<file path="src/rtl/apb_pkg.sv">
`default_nettype none
// ============================================================================
// Module      : apb_pkg
// Description : Shared constants for the two-requester APB master: FSM state
//               encoding and default bus widths.
// Revision    : 1.0 - initial release
// ============================================================================
package apb_pkg;

    // Default bus widths used by apb_arb_master
    localparam int c_ADDR_W_DEF = 8;
    localparam int c_DATA_W_DEF = 32;

    // Master FSM state encoding
    typedef logic [1:0] state_t;
    localparam state_t c_IDLE   = 2'b00;
    localparam state_t c_SETUP  = 2'b01;
    localparam state_t c_ACCESS = 2'b10;

endpackage
`default_nettype wire

</file>
<file path="src/rtl/apb_rr_arb2.sv">
`default_nettype none
// ============================================================================
// Module      : apb_rr_arb2
// Description : Combinational two-input round-robin grant. A lone requester
//               always wins; on a tie the requester not served last wins.
// Revision    : 1.0 - initial release
// ============================================================================
module apb_rr_arb2
    import apb_pkg::*;
(
    input  logic i_valid0,
    input  logic i_valid1,
    input  logic i_last_grant,
    output logic o_gnt_valid,
    output logic o_gnt_idx
);

    // Pick a winner: tie goes to the requester other than the last one granted
    always_comb begin
        o_gnt_valid = i_valid0 | i_valid1;
        if (i_valid0 && i_valid1) begin
            o_gnt_idx = ~i_last_grant;
        end else begin
            o_gnt_idx = i_valid1;
        end
    end

endmodule
`default_nettype wire

</file>
<file path="src/rtl/apb_arb_master.sv">
`default_nettype none
// ============================================================================
// Module      : apb_arb_master
// Description : Two-requester APB master. Arbitrates round-robin in IDLE and
//               runs the granted command through SETUP/ACCESS, returning done,
//               read data and error to the granted requester.
//               Optional macro APB_MASTER_TIMEOUT_EN adds an ACCESS timeout
//               that aborts the transfer after TIMEOUT cycles with err=1.
// Revision    : 1.0 - initial release
// ============================================================================
module apb_arb_master
    import apb_pkg::*;
#(
    parameter int ADDR_W  = c_ADDR_W_DEF,
    parameter int DATA_W  = c_DATA_W_DEF,
    parameter int TIMEOUT = 16
) (
    input  logic              clk,
    input  logic              rst,
    input  logic              r0_valid,
    input  logic              r0_write,
    input  logic [ADDR_W-1:0] r0_addr,
    input  logic [DATA_W-1:0] r0_wdata,
    output logic              r0_ack,
    output logic              r0_done,
    output logic [DATA_W-1:0] r0_rdata,
    output logic              r0_err,
    input  logic              r1_valid,
    input  logic              r1_write,
    input  logic [ADDR_W-1:0] r1_addr,
    input  logic [DATA_W-1:0] r1_wdata,
    output logic              r1_ack,
    output logic              r1_done,
    output logic [DATA_W-1:0] r1_rdata,
    output logic              r1_err,
    output logic [ADDR_W-1:0] paddr,
    output logic              pwrite,
    output logic              psel,
    output logic              penable,
    output logic [DATA_W-1:0] pwdata,
    input  logic              pready,
    input  logic [DATA_W-1:0] prdata
);

    state_t              r_state;
    logic                r_last_grant;
    logic                r_gnt;
    logic [ADDR_W-1:0]   r_paddr;
    logic                r_pwrite;
    logic                r_psel;
    logic                r_penable;
    logic [DATA_W-1:0]   r_pwdata;
    logic                r_ack0;
    logic                r_ack1;
    logic                r_done0;
    logic                r_done1;
    logic                r_err0;
    logic                r_err1;
    logic [DATA_W-1:0]   r_rdata0;
    logic [DATA_W-1:0]   r_rdata1;

    logic                w_gnt_valid;
    logic                w_gnt_idx;
    logic                w_cmd_write;
    logic [ADDR_W-1:0]   w_cmd_addr;
    logic [DATA_W-1:0]   w_cmd_wdata;
    logic                w_abort;

    // A TIMEOUT below 2 is not a meaningful configuration; nothing is built for it
    if (TIMEOUT < 2) begin : g_timeout_range
    end

    apb_rr_arb2 u_arb (
        .i_valid0     (r0_valid),
        .i_valid1     (r1_valid),
        .i_last_grant (r_last_grant),
        .o_gnt_valid  (w_gnt_valid),
        .o_gnt_idx    (w_gnt_idx)
    );

    // Command presented by the arbitration winner
    always_comb begin
        w_cmd_write = w_gnt_idx ? r1_write : r0_write;
        w_cmd_addr  = w_gnt_idx ? r1_addr  : r0_addr;
        w_cmd_wdata = w_gnt_idx ? r1_wdata : r0_wdata;
    end

`ifdef APB_MASTER_TIMEOUT_EN
    localparam int                c_TMO_W    = $clog2(TIMEOUT + 1);
    localparam logic [c_TMO_W-1:0] c_TMO_LAST = c_TMO_W'(TIMEOUT - 1);

    logic [c_TMO_W-1:0] r_tmo_cnt;

    // Count stalled ACCESS cycles; cleared while in SETUP so each ACCESS starts at 0
    always_ff @(posedge clk) begin
        if (rst) begin
            r_tmo_cnt <= '0;
        end else if (r_state == c_SETUP) begin
            r_tmo_cnt <= '0;
        end else if (r_state == c_ACCESS && !pready) begin
            r_tmo_cnt <= r_tmo_cnt + 1'b1;
        end
    end

    // Still stalled on the TIMEOUT-th ACCESS cycle: give up at this edge
    assign w_abort = (r_state == c_ACCESS) && !pready && (r_tmo_cnt == c_TMO_LAST);
`else
    assign w_abort = 1'b0;
`endif

    // Master FSM, APB bus registers and per-requester response registers
    always_ff @(posedge clk) begin
        if (rst) begin
            r_state      <= c_IDLE;
            r_last_grant <= 1'b1;
            r_gnt        <= 1'b0;
            r_paddr      <= '0;
            r_pwrite     <= 1'b0;
            r_psel       <= 1'b0;
            r_penable    <= 1'b0;
            r_pwdata     <= '0;
            r_ack0       <= 1'b0;
            r_ack1       <= 1'b0;
            r_done0      <= 1'b0;
            r_done1      <= 1'b0;
            r_err0       <= 1'b0;
            r_err1       <= 1'b0;
            r_rdata0     <= '0;
            r_rdata1     <= '0;
        end else begin
            r_ack0  <= 1'b0;
            r_ack1  <= 1'b0;
            r_done0 <= 1'b0;
            r_done1 <= 1'b0;
            r_err0  <= 1'b0;
            r_err1  <= 1'b0;
            case (r_state)
                c_IDLE: begin
                    if (w_gnt_valid) begin
                        r_paddr      <= w_cmd_addr;
                        r_pwrite     <= w_cmd_write;
                        r_pwdata     <= w_cmd_wdata;
                        r_last_grant <= w_gnt_idx;
                        r_gnt        <= w_gnt_idx;
                        r_ack0       <= ~w_gnt_idx;
                        r_ack1       <= w_gnt_idx;
                        r_psel       <= 1'b1;
                        r_state      <= c_SETUP;
                    end
                end
                c_SETUP: begin
                    r_penable <= 1'b1;
                    r_state   <= c_ACCESS;
                end
                c_ACCESS: begin
                    if (pready) begin
                        r_psel    <= 1'b0;
                        r_penable <= 1'b0;
                        r_state   <= c_IDLE;
                        if (r_gnt) begin
                            r_done1 <= 1'b1;
                            if (!r_pwrite) r_rdata1 <= prdata;
                        end else begin
                            r_done0 <= 1'b1;
                            if (!r_pwrite) r_rdata0 <= prdata;
                        end
                    end else if (w_abort) begin
                        r_psel    <= 1'b0;
                        r_penable <= 1'b0;
                        r_state   <= c_IDLE;
                        if (r_gnt) begin
                            r_done1  <= 1'b1;
                            r_err1   <= 1'b1;
                            r_rdata1 <= '0;
                        end else begin
                            r_done0  <= 1'b1;
                            r_err0   <= 1'b1;
                            r_rdata0 <= '0;
                        end
                    end
                end
                default: begin
                    r_psel    <= 1'b0;
                    r_penable <= 1'b0;
                    r_state   <= c_IDLE;
                end
            endcase
        end
    end

    assign paddr    = r_paddr;
    assign pwrite   = r_pwrite;
    assign psel     = r_psel;
    assign penable  = r_penable;
    assign pwdata   = r_pwdata;
    assign r0_ack   = r_ack0;
    assign r1_ack   = r_ack1;
    assign r0_done  = r_done0;
    assign r1_done  = r_done1;
    assign r0_err   = r_err0;
    assign r1_err   = r_err1;
    assign r0_rdata = r_rdata0;
    assign r1_rdata = r_rdata1;

endmodule
`default_nettype wire

</file>
<file path="config.mk">
export PLATFORM = sky130hd
export DESIGN_NAME = apb_arb_master
export DESIGN_NICKNAME = d
export VERILOG_FILES = /design/src/rtl/apb_pkg.sv /design/src/rtl/apb_rr_arb2.sv /design/src/rtl/apb_arb_master.sv
export SDC_FILE = /design/constraint.sdc
export NUM_CORES = 1
export LEC_CHECK = 0
export CORE_ASPECT_RATIO = 0.9
export CORE_MARGIN = 4
export CORE_UTILIZATION = 45
export DETAILED_ROUTE_END_ITERATION = 8
export DONT_BUFFER_PORTS = 1
export PLACE_DENSITY = 0.59
export SLEW_MARGIN = 20
export SYNTH_ARGS = -nofsm -noshare
export SYNTH_HDL_FRONTEND = slang
export SYNTH_SLANG_ARGS = --single-unit
</file>
<file path="constraint.sdc">
create_clock -name clk -period 2.1 [get_ports clk]
set_input_delay 0.315 -clock clk [delete_from_list [all_inputs] [get_ports clk]]
set_output_delay 0.315 -clock clk [all_outputs]
set_load 0.02 [all_outputs]
</file>
==> reports/metrics.yaml <==
grt_pass1_wl_mm: 19.5
worstPathMaxFanout: 32
path_class: "reg2reg"
yosys_register_bits: 115
cp-end-kind: "flip-flop"
postLayoutCellArea_mm2: 0.00559
ant_nets: 0
hold_path_depth: 2
synth_seq_area_share_pct: 47.0
multiInputGateArea_mm2: 0.00234
start_util_pct: 47.0
hp-class: "in2reg"
gr-total-overflow: 0
wirelength_mm: 12.3
via_count: 3631
n_fill_cell: 934
die_h_um: 107
p_per_area_mw_per_mm2: 1090
skew_ps: 9.97
clock_sinks: 115
dp_slack_ps: 685
critPathRequiredTime_ps: 2420
wl_per_cell_um: 19.2
leakage_uw: 0.00223
cp_slowest_stage_delay_ps: 370
max_freq_ghz: 0.690
cts_buffer_depth: 2
clk_latency_ps: 400
rsz0062_at_grt: "no"
syn_to_final_growth_pct: 14.1
drv_slew: 0
fin_crit_ps: 1450
drtIter0Drc: 184
cts-htree-levels: 4
firstDrtPassIters: 4
synth_cell_types: 29
seqCellArea_mm2: 0.00230
crit_path_cell_trace: "nand2b_4 > nor4b_4 > buf_12 > mux2i_1"
r2r_slack_ps: 650
layout_setup_ws_ps: 651
cts_buffers: 17
num_io_pins: 232
setup_viol: 0
cp_data_arrival_time_ps: 1770
r2r_start: "r_state[0]$_SDFFE_PP0P_"
ir_drop_mv: 0.447
syn_avg_cell_area_um2: 9.52
worstReg2RegEnd: "r0_rdata[6]$_SDFFE_PP0P_"
r2r_cells: 4
cts-resized-gates: 0
cts.reportedPaths.clkPinSlew_ps: 60
startpoint_type: "flip-flop"
ctsHoldBuffers: 1
antennaDiodeCount: 0
status: "complete, no violations"
layout-drive-gt1-share_pct: 17.9
cp_slowest_cell: "dfxtp_1"
synthCells: 515
place_area_mm2: 0.00496
antenna_found_initial: 0
coreArea_mm2: 0.0104
setup_tns_ps: 0
postCtsSetupBuffers: 0
grt_max_degree: 63
grt_usage_pct: 19.2
syn_area_mm2: 0.00490
io_buffers: 0
timing.final.crit_share_pct: 69.0
tritoncts: "built"
root_buffer: "clkbuf_16"
place.gp.congestion: 0.753
hold_end: "paddr[7]$_SDFFE_PP0P_"
grt_pass1_vias: 3586
viasPerCell: 5.66
hold_viol: 0
nets: 619
fp.dieW_um: 118
dp_hpwl_mm: 8.42
dieArea_mm2: 0.0126
floorplan.rows: 35
hp-start: "r1_addr[7]"
drv_cap: 0
yosys_warnings: 0
drc: 0
power_uw: 6090
==> critical path, delay by kind of cell, from the launching register on <==
kind,cells,cell delay (ps)
flops,1,370
simple gates,2,450
mux,1,230
buf+inv,1,280
==> how the worst max path moves through the flow <==
stage	endpoint	startpoint	slack, ps	cells after the start
final	r0_rdata[6]$_SDFFE_PP0P_	r_state[0]$_SDFFE_PP0P_	650	4
after detailed placement	pwdata[29]$_SDFFE_PP0P_	r_last_grant$_SDFFE_PP1P_	690	4
after global placement	r0_rdata[10]$_SDFFE_PP0P_	r_state[0]$_SDFFE_PP0P_	740	4
after global routing	pwdata[17]$_SDFFE_PP0P_	r_last_grant$_SDFFE_PP1P_	540	4
after floorplan	pwdata[10]$_SDFFE_PP0P_	r1_valid	760	6
after CTS	pwrite$_SDFFE_PP0P_	r_last_grant$_SDFFE_PP1P_	620	4
==> through the flow <==
stage                     util [%]  instances  hold slack [ps]
after floorplan                  -        516              475
after global placement        47.6        609              394
after detailed placement      47.6        609              396
after CTS                     53.7        642             62.5
after global routing          53.7        642             57.7
final                         53.7        642             78.5
==> cells in the mapped netlist <==
library cell    n  area [um^2]
a21bo_2         2         20.0
a21boi_2        1         11.3
a21oi_1        43          215
a311oi_1        2         17.5
a311oi_2       39          586
and2_4          1         8.76
buf_2          12         60.1
buf_4           5         37.5
buf_6           8         90.1
clkbuf_1       23         86.3
conb_1          1         3.75
dfxtp_1       115         2300
inv_1           1         3.75
inv_2           1         3.75
mux2i_1        65          651
nand2_1       180          676
nand2b_4        1         13.8
nand3_1         1         5.00
nand4bb_1       1         11.3
nor2_1          3         11.3
nor2_2          1         6.26
nor3_1          2         10.0
nor4b_1         1         8.76
nor4b_4         1         23.8
nor4bb_1        1         10.0
o211a_1         1         10.0
o211ai_1        1         7.51
o21ai_0         1         5.00
or2_1           1         6.26
==> cells in the final DEF, fill, tap and decap left out, drive strengths merged <==
master,instances
conb,2
a21boi,1
a21bo,2
buf,13
bufinv,3
mux2i,65
nand2b,1
nand3,1
and2,1
nor2,4
clkbuf,19
inv,2
nand4bb,1
nor3,2
nand2,180
o211ai,1
dfxtp,115
clkinvlp,5
a311oi,41
clkinv,5
nor4bb,1
o211a,1
or2,1
nor4b,2
o21ai,1
a21oi,43
==> cells by family after synthesis <==
| family | synth area share [%] |
|---|---|
| and+or+nand+nor | 16.1 |
| DFF | 47.0 |
| AOI/OAI and AO/OA | 17.8 |
| muxes | 13.3 |
| buffers and inverters | 5.74 |
| other | 0.0765 |
==> area by class of cell <==
type | instances | area share (%)
Inverter | 2 | 0.134
Clock inverter | 13 | 2.86
Tap cell | 129 | 2.89
Timing Repair Buffer | 13 | 3.22
Sequential cell | 115 | 41.2
Multi-Input combinational cell | 351 | 41.8
Clock buffer | 19 | 7.92
==> report_power, final <==
part	internal (uW)	leakage, uW	switching (uW)
logic	245	0.00101	365
registers	2320	0.000939	259
clock network	1890	0.000281	1020
==> state kept, by name (all words and copies together) (netlist names), 2 cells and up <==
name      count
pwdata       32
r0_rdata     32
paddr         8
r_state       2
r1_rdata     32
==> per-layer routing <==
| metal | GRT usage (%) | up-vias | part of all wire, % |
|---|---|---|---|
| li1 | - | 1751 | - |
| met1 | 22.4 | 1704 | 40 |
| met2 | 31.8 | 164 | 49 |
| met3 | 8.97 | 12 | 9.2 |
| met4 | 5.52 | 0 | 1.3 |
| met5 | 0 | - | 0 |
Power figures use the tool's default switching activity.
